### src/rtl/dmem_port_arbiter_pkg.sv
// Shared types and constants for the data-memory port arbiter.
package dmem_arb_pkg;

  typedef enum logic {
    ARB   = 1'b0,
    LOCK1 = 1'b1
  } arb_state_e;

  localparam logic P0 = 1'b0;
  localparam logic P1 = 1'b1;

  localparam int ADDR_W_DEF = 18;

  // Outstanding read: valid bit plus the port that issued it
  typedef struct packed {
    logic vld;
    logic port;
  } rd_owner_t;

endpackage

### src/rtl/dmem_port_arbiter_if.sv
// Requester and data_memory signals of the arbiter, bundled in one interface.
interface dmem_port_arbiter_if #(parameter int ADDR_W = 18);
  logic              p0_req;
  logic              p0_we;
  logic [3:0]        p0_be;
  logic [ADDR_W-1:0] p0_addr;
  logic [31:0]       p0_wdata;
  logic              p0_gnt;
  logic              p0_rvalid;

  logic              p1_req;
  logic              p1_we;
  logic [3:0]        p1_be;
  logic [ADDR_W-1:0] p1_addr;
  logic [31:0]       p1_wdata;
  logic              p1_lock;
  logic              p1_gnt;
  logic              p1_rvalid;

  logic [31:0]       rdata;
  logic              mem_write;
  logic [3:0]        mem_byte_en;
  logic [ADDR_W-1:0] mem_addr;
  logic [31:0]       mem_wdata;
  logic [31:0]       mem_read_data;

  modport slave (
    input  p0_req, p0_we, p0_be, p0_addr, p0_wdata,
    input  p1_req, p1_we, p1_be, p1_addr, p1_wdata, p1_lock,
    input  mem_read_data,
    output p0_gnt, p0_rvalid, p1_gnt, p1_rvalid, rdata,
    output mem_write, mem_byte_en, mem_addr, mem_wdata
  );

  modport master (
    output p0_req, p0_we, p0_be, p0_addr, p0_wdata,
    output p1_req, p1_we, p1_be, p1_addr, p1_wdata, p1_lock,
    output mem_read_data,
    input  p0_gnt, p0_rvalid, p1_gnt, p1_rvalid, rdata,
    input  mem_write, mem_byte_en, mem_addr, mem_wdata
  );
endinterface

### src/rtl/dmem_port_arbiter_sat_counter.sv
// 4-bit saturating counter. clr and inc together load 1 (start a new count
// with the current event already counted).
module arb_sat_counter #(
  parameter int MAX = 15
) (
  input  logic clk,
  input  logic rst,
  input  logic clr,
  input  logic inc,
  output logic sat
);
  localparam logic [3:0] MAX4 = 4'(MAX);

  logic [3:0] cnt;

  // count register: clear/load-1, increment, hold at MAX
  always_ff @(posedge clk) begin
    if (rst)              cnt <= 4'd0;
    else if (clr)         cnt <= inc ? 4'd1 : 4'd0;
    else if (inc && !sat) cnt <= cnt + 4'd1;
  end

  assign sat = (cnt == MAX4);
endmodule

### src/rtl/dmem_port_arbiter.sv
// Two-port arbiter in front of the single-port data_memory.
// Port 0 (CPU) wins by default; port 1 ages into priority after MAX_WAIT
// denied cycles and may lock the memory for at most LOCK_MAX beats.
module dmem_port_arbiter
  import dmem_arb_pkg::*;
#(
  parameter int ADDR_W   = ADDR_W_DEF,
  parameter int MAX_WAIT = 4,
  parameter int LOCK_MAX = 8
) (
  input logic          clk,
  input logic          rst,
  dmem_port_arbiter_if.slave bus
);
  arb_state_e        state, state_nxt;
  logic              pri0_once, pri0_nxt;
  rd_owner_t         rd_owner;
  logic              g0, g1;
  logic              wait_sat, cap_hit;
  logic              lock_clr, lock_inc;
  logic [ADDR_W-1:0] addr_mux;

  // Aging: counts denied port-1 cycles, cleared by any port-1 grant
  arb_sat_counter #(.MAX(MAX_WAIT)) u_wait (
    .clk(clk), .rst(rst),
    .clr(g1), .inc(bus.p1_req && !g1),
    .sat(wait_sat)
  );

  // Lock beats. The counter saturates at LOCK_MAX-1 so sat means "this beat
  // is the last one allowed". It is held at 0 in ARB, which also makes sat
  // true there when LOCK_MAX==1 (a single-beat lock never enters LOCK1).
  assign lock_inc = g1 && bus.p1_lock && !cap_hit;
  assign lock_clr = (state == ARB) || (g1 && !lock_inc);

  arb_sat_counter #(.MAX(LOCK_MAX - 1)) u_lock (
    .clk(clk), .rst(rst),
    .clr(lock_clr), .inc(lock_inc),
    .sat(cap_hit)
  );

  // State, one-shot port-0 priority and outstanding-read owner
  always_ff @(posedge clk) begin
    if (rst) begin
      state     <= ARB;
      pri0_once <= 1'b0;
      rd_owner  <= '0;
    end else begin
      state         <= state_nxt;
      pri0_once     <= pri0_nxt;
      rd_owner.vld  <= (g0 && !bus.p0_we) || (g1 && !bus.p1_we);
      rd_owner.port <= g1 ? P1 : P0;
    end
  end

  // Grant decision and next state; nothing is granted while in reset
  always_comb begin
    state_nxt = state;
    pri0_nxt  = pri0_once;
    g0        = 1'b0;
    g1        = 1'b0;
    if (!rst) begin
      case (state)
        ARB: begin
          if (bus.p0_req && bus.p1_req) begin
            if (wait_sat && !pri0_once) g1 = 1'b1;
            else                        g0 = 1'b1;
            pri0_nxt = 1'b0;
          end else begin
            g0 = bus.p0_req;
            g1 = bus.p1_req;
          end
          if (g1 && bus.p1_lock && !cap_hit) state_nxt = LOCK1;
        end
        LOCK1: begin
          // port 0 stays out for the whole lock, even on idle port-1 cycles
          g1 = bus.p1_req;
          if (g1 && (!bus.p1_lock || cap_hit)) state_nxt = ARB;
        end
        default: state_nxt = ARB;
      endcase
      // lock cut short by the beat cap: hand port 0 the next conflict
      if (g1 && bus.p1_lock && cap_hit) pri0_nxt = 1'b1;
    end
  end

  // Memory-side mux; idle cycles park the address/data on port 0
  assign addr_mux        = g1 ? bus.p1_addr : bus.p0_addr;
  assign bus.mem_addr    = addr_mux;
  assign bus.mem_wdata   = g1 ? bus.p1_wdata : bus.p0_wdata;
  assign bus.mem_write   = g1 ? bus.p1_we : (g0 ? bus.p0_we : 1'b0);
  assign bus.mem_byte_en = g1 ? bus.p1_be : (g0 ? bus.p0_be : 4'd0);

  assign bus.p0_gnt    = g0;
  assign bus.p1_gnt    = g1;
  assign bus.p0_rvalid = rd_owner.vld && (rd_owner.port == P0) && !rst;
  assign bus.p1_rvalid = rd_owner.vld && (rd_owner.port == P1) && !rst;
  assign bus.rdata     = bus.mem_read_data;
endmodule

### src/flat_wrapper.sv
// flat-port wrapper written by rule: the top's interface ports become plain ports
module dmem_port_arbiter_flat import dmem_arb_pkg::*;
#(
  parameter int ADDR_W   = ADDR_W_DEF,
  parameter int MAX_WAIT = 4,
  parameter int LOCK_MAX = 8
)
  (clk, rst, bus_p0_req, bus_p0_we, bus_p0_be, bus_p0_addr, bus_p0_wdata, bus_p1_req, bus_p1_we, bus_p1_be, bus_p1_addr, bus_p1_wdata, bus_p1_lock, bus_mem_read_data, bus_p0_gnt, bus_p0_rvalid, bus_p1_gnt, bus_p1_rvalid, bus_rdata, bus_mem_write, bus_mem_byte_en, bus_mem_addr, bus_mem_wdata);
  dmem_port_arbiter_if #(.ADDR_W(ADDR_W)) bus_i ();
  input logic clk;
  input logic rst;
  input wire logic [$bits(bus_i.p0_req)-1:0] bus_p0_req;
  input wire logic [$bits(bus_i.p0_we)-1:0] bus_p0_we;
  input wire logic [$bits(bus_i.p0_be)-1:0] bus_p0_be;
  input wire logic [$bits(bus_i.p0_addr)-1:0] bus_p0_addr;
  input wire logic [$bits(bus_i.p0_wdata)-1:0] bus_p0_wdata;
  input wire logic [$bits(bus_i.p1_req)-1:0] bus_p1_req;
  input wire logic [$bits(bus_i.p1_we)-1:0] bus_p1_we;
  input wire logic [$bits(bus_i.p1_be)-1:0] bus_p1_be;
  input wire logic [$bits(bus_i.p1_addr)-1:0] bus_p1_addr;
  input wire logic [$bits(bus_i.p1_wdata)-1:0] bus_p1_wdata;
  input wire logic [$bits(bus_i.p1_lock)-1:0] bus_p1_lock;
  input wire logic [$bits(bus_i.mem_read_data)-1:0] bus_mem_read_data;
  output wire logic [$bits(bus_i.p0_gnt)-1:0] bus_p0_gnt;
  output wire logic [$bits(bus_i.p0_rvalid)-1:0] bus_p0_rvalid;
  output wire logic [$bits(bus_i.p1_gnt)-1:0] bus_p1_gnt;
  output wire logic [$bits(bus_i.p1_rvalid)-1:0] bus_p1_rvalid;
  output wire logic [$bits(bus_i.rdata)-1:0] bus_rdata;
  output wire logic [$bits(bus_i.mem_write)-1:0] bus_mem_write;
  output wire logic [$bits(bus_i.mem_byte_en)-1:0] bus_mem_byte_en;
  output wire logic [$bits(bus_i.mem_addr)-1:0] bus_mem_addr;
  output wire logic [$bits(bus_i.mem_wdata)-1:0] bus_mem_wdata;
  assign bus_i.p0_req = bus_p0_req;
  assign bus_i.p0_we = bus_p0_we;
  assign bus_i.p0_be = bus_p0_be;
  assign bus_i.p0_addr = bus_p0_addr;
  assign bus_i.p0_wdata = bus_p0_wdata;
  assign bus_i.p1_req = bus_p1_req;
  assign bus_i.p1_we = bus_p1_we;
  assign bus_i.p1_be = bus_p1_be;
  assign bus_i.p1_addr = bus_p1_addr;
  assign bus_i.p1_wdata = bus_p1_wdata;
  assign bus_i.p1_lock = bus_p1_lock;
  assign bus_i.mem_read_data = bus_mem_read_data;
  assign bus_p0_gnt = bus_i.p0_gnt;
  assign bus_p0_rvalid = bus_i.p0_rvalid;
  assign bus_p1_gnt = bus_i.p1_gnt;
  assign bus_p1_rvalid = bus_i.p1_rvalid;
  assign bus_rdata = bus_i.rdata;
  assign bus_mem_write = bus_i.mem_write;
  assign bus_mem_byte_en = bus_i.mem_byte_en;
  assign bus_mem_addr = bus_i.mem_addr;
  assign bus_mem_wdata = bus_i.mem_wdata;
  dmem_port_arbiter #(.ADDR_W(ADDR_W), .MAX_WAIT(MAX_WAIT), .LOCK_MAX(LOCK_MAX)) u_core (.clk(clk), .rst(rst), .bus(bus_i));
endmodule
### config.mk
export PLATFORM = sky130hd
export DESIGN_NAME = dmem_port_arbiter_flat
export DESIGN_NICKNAME = d
export VERILOG_FILES = /design/src/rtl/dmem_port_arbiter_pkg.sv /design/src/rtl/dmem_port_arbiter_if.sv /design/src/rtl/dmem_port_arbiter_sat_counter.sv /design/src/rtl/dmem_port_arbiter.sv /design/src/flat_wrapper.sv
export SDC_FILE = /design/constraint.sdc
export NUM_CORES = 1
export LEC_CHECK = 0
export CAP_MARGIN = 20
export CORE_AREA = 2 2 92 94
export CTS_CLUSTER_SIZE = 8
export DETAILED_ROUTE_END_ITERATION = 12
export DIE_AREA = 0 0 94 96
export PLACE_DENSITY = 0.7
export REMOVE_ABC_BUFFERS = 1
export SYNTH_ARGS = -nofsm -noshare
export SYNTH_HDL_FRONTEND = slang
export SYNTH_HIERARCHICAL = 1
export SYNTH_SLANG_ARGS = --single-unit
### constraint.sdc
create_clock -name clk -period 2.7 [get_ports clk]
set_clock_uncertainty 0.2 [all_clocks]
set_input_delay 0.54 -clock clk [delete_from_list [all_inputs] [get_ports clk]]
set_output_delay 0.54 -clock clk [all_outputs]
set_load 0.01 [all_outputs]
Word level (Yosys, flattened, before mapping)
Cells that the tools add are included.
Widths: inputs -> output; s select.
{"block": "totals", "regBits": 12, "inputBits": 147, "out_inout_bits": 91, "elab_cells": 78}
{"block": "op_classes", "n_addsub": 2, "n_eq_ne": 3, "muxes": 30, "bitwise": 2, "reduce_logical": 35}
{"operator": "$mux 32", "n": 1}
{"operator": "$mux 4", "n": 6}
{"operator": "$mux 1", "n": 20}
{"operator": "$logic_and 1x1->1", "n": 19}
{"operator": "$mux 18", "n": 1}
{"operator": "$logic_not 1->1", "n": 9}
{"operator": "$add 4x1->4 const B", "n": 2}
{"operator": "$eq 4x3->1 const B", "n": 2}
{"operator": "$reduce_bool 2->1", "n": 3}
{"operator": "$pmux 1 s2", "n": 2}
{"operator": "$logic_or 1x1->1", "n": 3}
{"operator": "$ne 2x2->1 const B", "n": 1}
{"operator": "$not 1->1", "n": 2}
{"operator": "$reduce_and 2->1", "n": 1}

Logic depth before layout (Yosys ltp)
{"block": "logic_depth", "ltp_word": 15, "mapped_depth": 12, "mapped_depth_nobuf": 11}

Modules after synthesis
Netlist, hierarchy kept.
{"mod": "dmem_port_arbiter", "instances": 1, "cells_per_inst": 119, "area_each_um2": 1325.0, "seq_area_each_um2": 80.1}
{"mod": "arb_sat_counter (u_core.u_wait)", "instances": 1, "cells_per_inst": 26, "area_each_um2": 217.7, "seq_area_each_um2": 80.1}
{"mod": "arb_sat_counter (u_core.u_lock)", "instances": 1, "cells_per_inst": 22, "area_each_um2": 202.7, "seq_area_each_um2": 80.1}

Least setup slack after synthesis
Ideal clock, no wire load.
{"block": "synth_path", "kind": "register to register", "start": "reg u_core.u_wait.cnt[0]", "end": "reg u_core.u_lock.cnt[3]", "setup_time_ns": 0.080, "arrival_time_ns": 2.091, "slack_ns": 0.328, "stages_incl_launch_ff": 13, "path_buffers": 1, "path_cell_list": "dfxtp_1 inv_1 ha_1 nand3b_1 inv_1 nand2b_1 a21o_1 buf_6 inv_2 and2_1 nand4_1 or3_1 a211oi_2"}
{"block": "synth_via", "elab_chain_cells": 15, "word_cells_on_any_way": 17}
{"item": "start: declaration", "line": "dmem_port_arbiter_sat_counter.sv:14", "text": "logic [3:0] cnt;"}
{"item": "start signal: assignment", "line": "dmem_port_arbiter_sat_counter.sv:19", "text": "else if (clr) cnt <= inc ? 4'd1 : 4'd0;"}
{"item": "start signal: assignment", "line": "dmem_port_arbiter_sat_counter.sv:20", "text": "else if (inc && !sat) cnt <= cnt + 4'd1;"}
{"item": "$eq 4x3->1 (*)", "line": "dmem_port_arbiter_sat_counter.sv:23", "text": "assign sat = (cnt == MAX4);"}
{"item": "named net u_core.wait_sat", "line": "dmem_port_arbiter.sv:19", "text": "logic wait_sat, cap_hit;"}
{"item": "$logic_and 1x1->1 (*)", "line": "dmem_port_arbiter.sv:66", "text": "if (wait_sat && !pri0_once) g1 = 1'b1;"}
{"item": "$mux 1 (*)", "line": "dmem_port_arbiter.sv:66"}
{"item": "$mux 1 (*)", "line": "dmem_port_arbiter.sv:65", "text": "if (bus.p0_req && bus.p1_req) begin"}
{"item": "$mux 1 (*)", "line": "dmem_port_arbiter.sv:63", "text": "case (state)"}
{"item": "$mux 1 (*)", "line": "dmem_port_arbiter.sv:62", "text": "if (!rst) begin"}
{"item": "$pmux 1 s2 (*)", "line": "dmem_port_arbiter.sv:63"}
{"item": "$mux 1 (*) (2 in a row)", "line": "dmem_port_arbiter.sv:62"}
{"item": "named net bus_p1_gnt", "line": "flat_wrapper.sv:26", "text": "output wire logic [$bits(bus_i.p1_gnt)-1:0] bus_p1_gnt;"}
{"item": "$logic_and 1x1->1 (*) (2 in a row)", "line": "dmem_port_arbiter.sv:33", "text": "assign lock_inc = g1 && bus.p1_lock && !cap_hit;"}
{"item": "named net u_core.lock_inc", "line": "dmem_port_arbiter.sv:20", "text": "logic lock_clr, lock_inc;"}
{"item": "$logic_not 1->1", "line": "dmem_port_arbiter.sv:34", "text": "assign lock_clr = (state == ARB) || (g1 && !lock_inc);"}
{"item": "$logic_and 1x1->1", "line": "dmem_port_arbiter.sv:34"}
{"item": "$logic_or 1x1->1", "line": "dmem_port_arbiter.sv:34"}
{"item": "$mux 4 or $reduce_bool 2->1 (tied branches)"}
{"item": "end signal: assignment", "line": "dmem_port_arbiter_sat_counter.sv:19"}
{"item": "end signal: assignment", "line": "dmem_port_arbiter_sat_counter.sv:20"}
{"item": "end: declaration", "line": "dmem_port_arbiter_sat_counter.sv:14"}
The timed path passes the listed nets; every way through them passes the cells marked *. The select of a mux whose other input is x is not followed.
A chain may end at the register's enable or synchronous reset.

Worst setup path in the final report
{"block": "layout_path", "start": "reg u_core.u_wait.cnt[0]", "end": "out bus_mem_addr[6]"}
{"block": "layout_via", "elab_chain_cells": 10}
{"item": "$eq 4x3->1", "line": "dmem_port_arbiter_sat_counter.sv:23"}
{"item": "named net u_core.wait_sat", "line": "dmem_port_arbiter.sv:19"}
{"item": "$logic_and 1x1->1", "line": "dmem_port_arbiter.sv:66"}
{"item": "$mux 1", "line": "dmem_port_arbiter.sv:66"}
{"item": "$mux 1", "line": "dmem_port_arbiter.sv:65"}
{"item": "$mux 1", "line": "dmem_port_arbiter.sv:63"}
{"item": "$mux 1", "line": "dmem_port_arbiter.sv:62"}
{"item": "$pmux 1 s2", "line": "dmem_port_arbiter.sv:63"}
{"item": "$mux 1 (2 in a row)", "line": "dmem_port_arbiter.sv:62"}
{"item": "$mux 18", "line": "dmem_port_arbiter.sv:88", "text": "assign addr_mux = g1 ? bus.p1_addr : bus.p0_addr;"}
{"item": "end: declaration", "line": "flat_wrapper.sv:31", "text": "output wire logic [$bits(bus_i.mem_addr)-1:0] bus_mem_addr;"}
The timed path passes the listed nets, and every way through them passes these cells. The select of a mux whose other input is x is not followed.

==> run summary <==
TritonCTS built the clock tree. For the proportion of synthesized chip area in sequential cells, the log shows 13.76%. The run gives 167 as the post-synthesis cell count. The total of max-cap violations was 0. The core region is 0.008051 mm^2. Maximum number of pins on one net before global-route repair: 16. The tools report the number of iterations in the first detailed-routing pass as 4.

The logs give 0.009024 mm^2 for the area of the die and 1 for the CTS H-tree depth. The worst hold slack was 0.2995 ns. For this run, the number of Yosys warnings is 6. In this run the static leakage power is 1.925 nW. The floorplan has 33 rows.

The unique cell type count in the Yosys netlist came out at 35. The average size of a mapped cell is 10.45 um^2, and the clock-pin slew of the registers on the worst-case setup and hold paths is 0.06 ns. The tools report the data arrival at the endpoint of the critical path as 2.12 ns. For this design the top-level I/O count stands at 238.

The number of filler instances in the final layout was 732. Dividing the detail-routed via count by the number of cells gives 4.495. The tools report the count of endpoints failing setup in the final report as 53. The detail route stage leaves a number of antenna-violating nets equal to 0.

Setup repair after global routing could not meet its margin everywhere. In the final layout, the share of cells above drive strength 1 is 51.11%. Compared with the post-synthesis result, the final layout area differs by 135.1%. After synthesis the netlist holds a flip-flop and latch count of 12. The logs give 0 for the hold buffer count at CTS and 6.394 mm for the post-DP HPWL. The total global routing overflow was 0; the first-iteration detailed-routing DRC count was 78. The run gives 0.1080 mV as the highest ir drop seen on vdd. STA classifies the critical path endpoint as an output port. The clock latency on the worst-skew pair is 0.25 ns. For this run, the post-layout net count is 511. For the effective utilization at floorplan, the log shows 21.68%. TritonCTS created 3 clock buffers. Routability-driven placement finished with a final weighted congestion of 0.7796.

In this run the vertical extent of the chip is 96 um. The total count of max-transition violations in the final report came out at 0. The minimum clock period is 2.858 ns. The root buffer cell was sky130_fd_sc_hd__clkbuf_8. The tools report the total count of hold-check failures in the final report as 0.

In the final routed layout, each cell accounts on average for 18.40 um. Measured on the finished design, the core utilization comes to 50.97%. The total number of clock tree sinks came out at 12. The cell area that synthesis handed to floorplanning was 0.001745 mm^2.

The worst pin sits at a relative slew slack of 54.32%. The run gives 2090 as the routed via count. For this design the ratio of total power to cell area is 239.9 mW/mm^2.

The share of flip-flops with an asynchronous set or reset after synthesis was 0%; the register area was 242.7 um^2. Type of origin of the critical path: a flop. The maximum root-to-sink buffer count is 2. The flow ran to the end, but the final reports show violations. The number of antenna cells inserted came out at 0.

The DRC violation count after routing is 0, and the pin slew with the least headroom to its limit is 0.6781 ns. The worst path uses 105.9% of the clock period. Global routing consumed, over all layers together, 16.95% of the routing resources. The least setup slack across all paths after layout was -0.1580 ns; the number of flops mapped to enable cells by yosys was 0. The tools report the wire length of the first global-routing pass as 11.52 mm. The checks that failed: negative setup slack. Via count of the first global-routing pass: 2168. Summing all multi-input logic gate instances after layout gives 0.001256 mm^2.

In the synthesized netlist the dominant register cell turns out to be sky130_fd_sc_hd__dfxtp_1. Data required time at the worst endpoint: 1.96 ns. The worst hold path belongs to the class flop to flop. The setup check on the worst reg-to-reg path leaves a slack of 0.03 ns.

For this run, the top clock speed supported by timing is 349.9 MHz. Number of antenna violations at the first check in global routing: 0. The width of the chip is 94 um. The class of the most critical setup path was flop to output port.

Port buffering added 173 buffers. The final layout contains routed wiring with a total length of 8.558 mm. Of all nets on the critical path, the largest fanout is 6.
==> layer usage <==
layer / routed length, um / global-route usage (%) / vias to the layer above
met1: 3185 / 19.92 / 962
met2: 4219 / 27.26 / 159
met5: 34 / 4.167 / -
li1: - / - / 960
met3: 1056 / 9.319 / 7
met4: 63 / 2.778 / 2
==> Yosys cell counts, types with 2 or more instances <==
master | n | area (um^2)
sky130_fd_sc_hd__nor4_1 | 2 | 12.51
sky130_fd_sc_hd__nand3_1 | 3 | 15.01
sky130_fd_sc_hd__a22o_1 | 5 | 43.79
sky130_fd_sc_hd__nor2b_1 | 4 | 25.02
sky130_fd_sc_hd__o21ai_0 | 3 | 15.01
sky130_fd_sc_hd__nand2_1 | 2 | 7.510
sky130_fd_sc_hd__a211oi_1 | 2 | 15.01
sky130_fd_sc_hd__or3_1 | 3 | 18.77
sky130_fd_sc_hd__nor2_1 | 2 | 7.510
sky130_fd_sc_hd__and3b_1 | 2 | 17.52
sky130_fd_sc_hd__a21oi_1 | 5 | 25.02
sky130_fd_sc_hd__buf_4 | 32 | 240.2
sky130_fd_sc_hd__a211oi_2 | 2 | 25.02
sky130_fd_sc_hd__nand2b_1 | 3 | 18.77
sky130_fd_sc_hd__mux2_1 | 2 | 22.52
sky130_fd_sc_hd__nand4_1 | 2 | 12.51
sky130_fd_sc_hd__mux2_4 | 48 | 720.7
sky130_fd_sc_hd__dfxtp_1 | 12 | 240.2
sky130_fd_sc_hd__ha_1 | 3 | 37.54
sky130_fd_sc_hd__inv_1 | 9 | 33.78
sky130_fd_sc_hd__nand3b_1 | 2 | 15.01
sky130_fd_sc_hd__buf_6 | 6 | 67.56
==> cell usage in the layout, fill, tap and decap left out, types with 3 or more instances in the layout <==
| cell | synthesis | final |
|---|---|---|
| sky130_fd_sc_hd__a211oi_2 | 2 | 3 |
| sky130_fd_sc_hd__a21oi_1 | 5 | 4 |
| sky130_fd_sc_hd__a22o_1 | 5 | 5 |
| sky130_fd_sc_hd__buf_12 | 0 | 6 |
| sky130_fd_sc_hd__buf_2 | 0 | 4 |
| sky130_fd_sc_hd__buf_4 | 32 | 21 |
| sky130_fd_sc_hd__buf_6 | 6 | 73 |
| sky130_fd_sc_hd__clkbuf_8 | 0 | 4 |
| sky130_fd_sc_hd__clkdlybuf4s50_1 | 0 | 113 |
| sky130_fd_sc_hd__dfxtp_1 | 12 | 10 |
| sky130_fd_sc_hd__dlygate4sd2_1 | 0 | 4 |
| sky130_fd_sc_hd__inv_1 | 9 | 6 |
| sky130_fd_sc_hd__inv_2 | 1 | 3 |
| sky130_fd_sc_hd__mux2_4 | 48 | 50 |
| sky130_fd_sc_hd__nor2b_1 | 4 | 3 |
| sky130_fd_sc_hd__o21ai_0 | 3 | 3 |
| sky130_fd_sc_hd__or3_1 | 3 | 3 |
==> path summary, 6_finish.rpt <==
kind                         from  cells after the start              endpoint
max          u_core/u_wait/cnt[0]                     11       bus_mem_addr[6]
min          u_core/u_wait/cnt[3]                      2  u_core/u_wait/cnt[3]
min reg2reg  u_core/u_wait/cnt[3]                      2  u_core/u_wait/cnt[3]
max reg2reg  u_core/u_wait/cnt[0]                     18  u_core/u_wait/cnt[0]
==> worst max-delay path, stage by stage, from the launching register on <==
cell and delay, ns:
sky130_fd_sc_hd__dfxtp_2 0.32, sky130_fd_sc_hd__inv_2 0.08, sky130_fd_sc_hd__ha_4 0.13, sky130_fd_sc_hd__nand3b_1 0.12, sky130_fd_sc_hd__inv_2 0.12, sky130_fd_sc_hd__nand2b_4 0.07
sky130_fd_sc_hd__a21o_4 0.23, sky130_fd_sc_hd__buf_6 0.14, sky130_fd_sc_hd__buf_12 0.13, sky130_fd_sc_hd__buf_6 0.11, sky130_fd_sc_hd__mux2_4 0.29, sky130_fd_sc_hd__buf_6 0.12
==> per-stage QoR <==
stage | power (mW) | cells | area (um^2) | setup slack, ns | TNS (ns)
floorplan | 0.3690 | 129 | 1438 | -1.372 | -67.95
finish | 0.9845 | 465 | 4104 | -0.1580 | -3.203
CTS | 0.9755 | 464 | 4018 | -0.1292 | -1.497
global route | 1.031 | 465 | 4104 | -0.2191 | -6.521
global placement | 0.7013 | 429 | 3511 | -0.4884 | -26.93
detailed placement | 0.7043 | 429 | 3511 | -0.5015 | -26.89
==> timing repair <==
item / in CTS / in global routing
gates resized for setup: 306 / 29
endpoints found under the setup margin: 60 / 59
buffers inserted: 28 / 4
pin swaps: 4 / 8
cloned: 4 / 0
==> cells by family (layout without fill, tap and decap cells) <==
| family | after synthesis | count (layout) | share of synthesized area [%] |
|---|---|---|---|
| AOI/OAI and AO/OA | 24 | 25 | 10.47 |
| adders and majority gates | 3 | 3 | 2.151 |
| buffers and inverters | 48 | 240 | 19.78 |
| DFF | 12 | 12 | 13.76 |
| muxes | 51 | 51 | 43.15 |
| and+or+nand+nor | 29 | 29 | 10.68 |
==> sequential cells by signal, summed over array words and instances (netlist names) <==
| name | count |
|---|---|
| u_core/pri0_once | 1 |
| u_core/rd_owner | 2 |
| u_core/state | 1 |
| u_core/u_lock/cnt | 4 |
| u_core/u_wait/cnt | 4 |
==> power breakdown <==
part / switching, mW / internal (mW) / total [mW] / leakage (nW)
combinational: 0.183 / 0.414 / 0.597 / 1.80
clock: 0.0728 / 0.129 / 0.202 / 0.0288
sequential: 0.00320 / 0.182 / 0.186 / 0.0983
total: 0.259 / 0.725 / 0.984 / 1.93
==> area by class of cell <==
cell class	count	share of cell area [%]
tap	105	3.201
sequential	12	5.915
timing repair buffer	226	57.90
clock buffer	4	1.341
multi-input combinational	108	30.61
inverter	10	1.037
No activity file was read; power rests on OpenSTA's default activity.
==> edit, RTL diff (same flow settings) <==
Make the reset (`rst`) asynchronous in 2 clocked blocks.
--- a/src/rtl/dmem_port_arbiter_sat_counter.sv
+++ b/src/rtl/dmem_port_arbiter_sat_counter.sv
@@ -14,7 +14,7 @@
   logic [3:0] cnt;
 
   // count register: clear/load-1, increment, hold at MAX
-  always_ff @(posedge clk) begin
+  always_ff @(posedge clk or posedge rst) begin
     if (rst)              cnt <= 4'd0;
     else if (clr)         cnt <= inc ? 4'd1 : 4'd0;
     else if (inc && !sat) cnt <= cnt + 4'd1;
--- a/src/rtl/dmem_port_arbiter.sv
+++ b/src/rtl/dmem_port_arbiter.sv
@@ -40,7 +40,7 @@
   );
 
   // State, one-shot port-0 priority and outstanding-read owner
-  always_ff @(posedge clk) begin
+  always_ff @(posedge clk or posedge rst) begin
     if (rst) begin
       state     <= ARB;
       pri0_once <= 1'b0;
Formal check against the unedited RTL: no difference found for any inputs over 10 cycles, from zero or initial values and one cycle with rst high; that may be too few to reach the edited logic, so the function may still have changed.
==> edit against the original RTL <==
  * Worst setup slack got worse by 0.15 ns
  * The flow still finishes with violations (setup timing)
  * Sequential power increased by 22%
  * Via count shrank 7.0%
  * Sequential cell count unchanged
  * Wire length decreased by 4.3%
  * Total power increased by 31%
  * Design area shrank 9.5%
  * Final cell count decreased by 4.1%
  * Synthesized area down 0.43%
==> edit: results (changes against the original RTL) <==
synth top area cells mux2_4 (30%), dfrtp_1 (17%), buf_4 (14%) (was mux2_4 (41%), dfxtp_1 (14%), buf_4 (14%)); Async S/R FF share, synth 100% (was 0%); maximum net fanout on the critical path 13 (was 6); vias in the first global route 2124 (was 2168); hold_ws 0.293 ns (was 0.299 ns); DP HPWL 6.61 mm (was 6.39 mm); count of different cell masters after synthesis 38 (was 35); largest net degree at the start of global routing 15 (was 16); maximum VDD drop 0.139 mV (was 0.108 mV); global-route wire length before repair 11.2 mm (was 11.5 mm); reg2reg setup slack 0.25 ns (was 0.03 ns); Hold WC Path Type primary input to asynchronous set/reset pin (was flip-flop to flip-flop); Clk Latency, worst-skew pair 0.23 ns (was 0.25 ns); initial DRC count 37 (was 78); Placer Congestion 0.755 (was 0.780); Leakage 1.77 nW (was 1.93 nW); endpoints failing setup 56 (was 53); pre-CTS setup slack -0.507 ns (was -0.501 ns); normalized max-slew margin 85.3% (was 54.3%); failing checks setup timing (unchanged); Final nets 492 (was 511); Most used DFF post-synth dfrtp_1 (was dfxtp_1); GR Layer Usage met2 26.0% (was 27.3%); Pre-antenna DRT Iters 6 (was 4); share of cells above drive strength 1 39.9% (was 51.1%); post-synthesis sequential area ratio 17.3% (was 13.8%); setup ws final -0.305 ns (was -0.158 ns); # hold bufs at CTS 0 (unchanged); Worst Path Arrival 2.26 ns (was 2.12 ns); Avg WL per Cell 18.4 um (about the same); met3 usage 9.87% (was 9.32%); detailed-route via count 1944 (was 2090); GRT Total Usage 16.8% (was 17.0%); Synth top cells by count mux2_4 (35), buf_4 (32), mux2_2 (15) (was mux2_4 (48), buf_4 (32), dfxtp_1 (12)); met1 track demand over resource 19.8% (was 19.9%); status complete, but fails checks (unchanged)
edit: per-layer routing:
metal  vias up  share of wire, %
met5         -                 0
met3         8                12
met2       123                48
met4         0               1.4
li1        907                 -
met1       906                38
edit: worst paths after layout:
| check | endpoint | startpoint | cells past startpoint |
|---|---|---|---|
| max | bus_mem_wdata[31] | u_core/u_wait/cnt[0]$_DFFE_PP0P_ | 9 |
| min | u_core/u_wait/cnt[3]$_DFFE_PP0P_ | rst | 3 |
| max reg2reg | u_core/u_wait/cnt[3]$_DFFE_PP0P_ | u_core/u_wait/cnt[0]$_DFFE_PP0P_ | 11 |
| min reg2reg | u_core/pri0_once$_DFFE_PP0P_ | u_core/pri0_once$_DFFE_PP0P_ | 2 |
| max in group asynchronous | u_core/state$_DFFE_PP0N_ | rst | 4 |
| min in group clk | u_core/pri0_once$_DFFE_PP0P_ | u_core/pri0_once$_DFFE_PP0P_ | 2 |
edit: repair_timing:
item,CTS,global route
resized for setup,185,12
pin swaps,3,2
cloned,3,0
buffers inserted,16,4
setup endpoints to repair,58,57
edit: critical path: stages (launching register included):
cell,delay [ns]
dfrtp_1,0.37
inv_2,0.06
ha_4,0.16
nand3b_1,0.10
inv_1,0.06
and2b_2,0.21
o21bai_4,0.21
buf_6,0.23
mux2_2,0.35
dlygate4sd2_1,0.28
edit: stage by stage:
step	utilization, %	instances	area (um2)	power [mW]	TNS, ns
floorplan	-	126	1440	0.531	-40.01
global placement	43.2	424	3470	0.981	-27.02
detailed placement	43.2	424	3470	0.994	-26.87
CTS	46.9	447	3780	1.29	-11.76
global route	46.1	446	3710	1.37	-17.14
finish	46.1	446	3710	1.29	-12.98
edit: area by class of cell:
type	count	area, um2
clock buffers	4	55.1
well taps	105	131
flip-flops and latches	12	300
repair buffers	211	2040
multi-input cells	105	1150
fillers	772	4340
inverters	9	37.5
edit: cell families after synthesis:
| group | count (synthesis) | share of synthesized area [%] |
|---|---|---|
| buffers and inverters | 47 | 19.3 |
| AO/OA/AOI/OAI | 22 | 10.3 |
| adder cells (fa/ha/maj) | 3 | 2.16 |
| flip-flops | 12 | 17.3 |
| AND/OR/NAND/NOR | 30 | 11.0 |
| multiplexers | 50 | 40.0 |
edit: where the power goes:
part           leakage (nW)  total [mW]  switching, mW  internal [mW]
sequential            0.161       0.226         0.0180          0.208
combinational          1.58       0.872          0.302          0.570
clock                0.0288       0.192         0.0632          0.129
total                  1.77        1.29          0.383          0.907
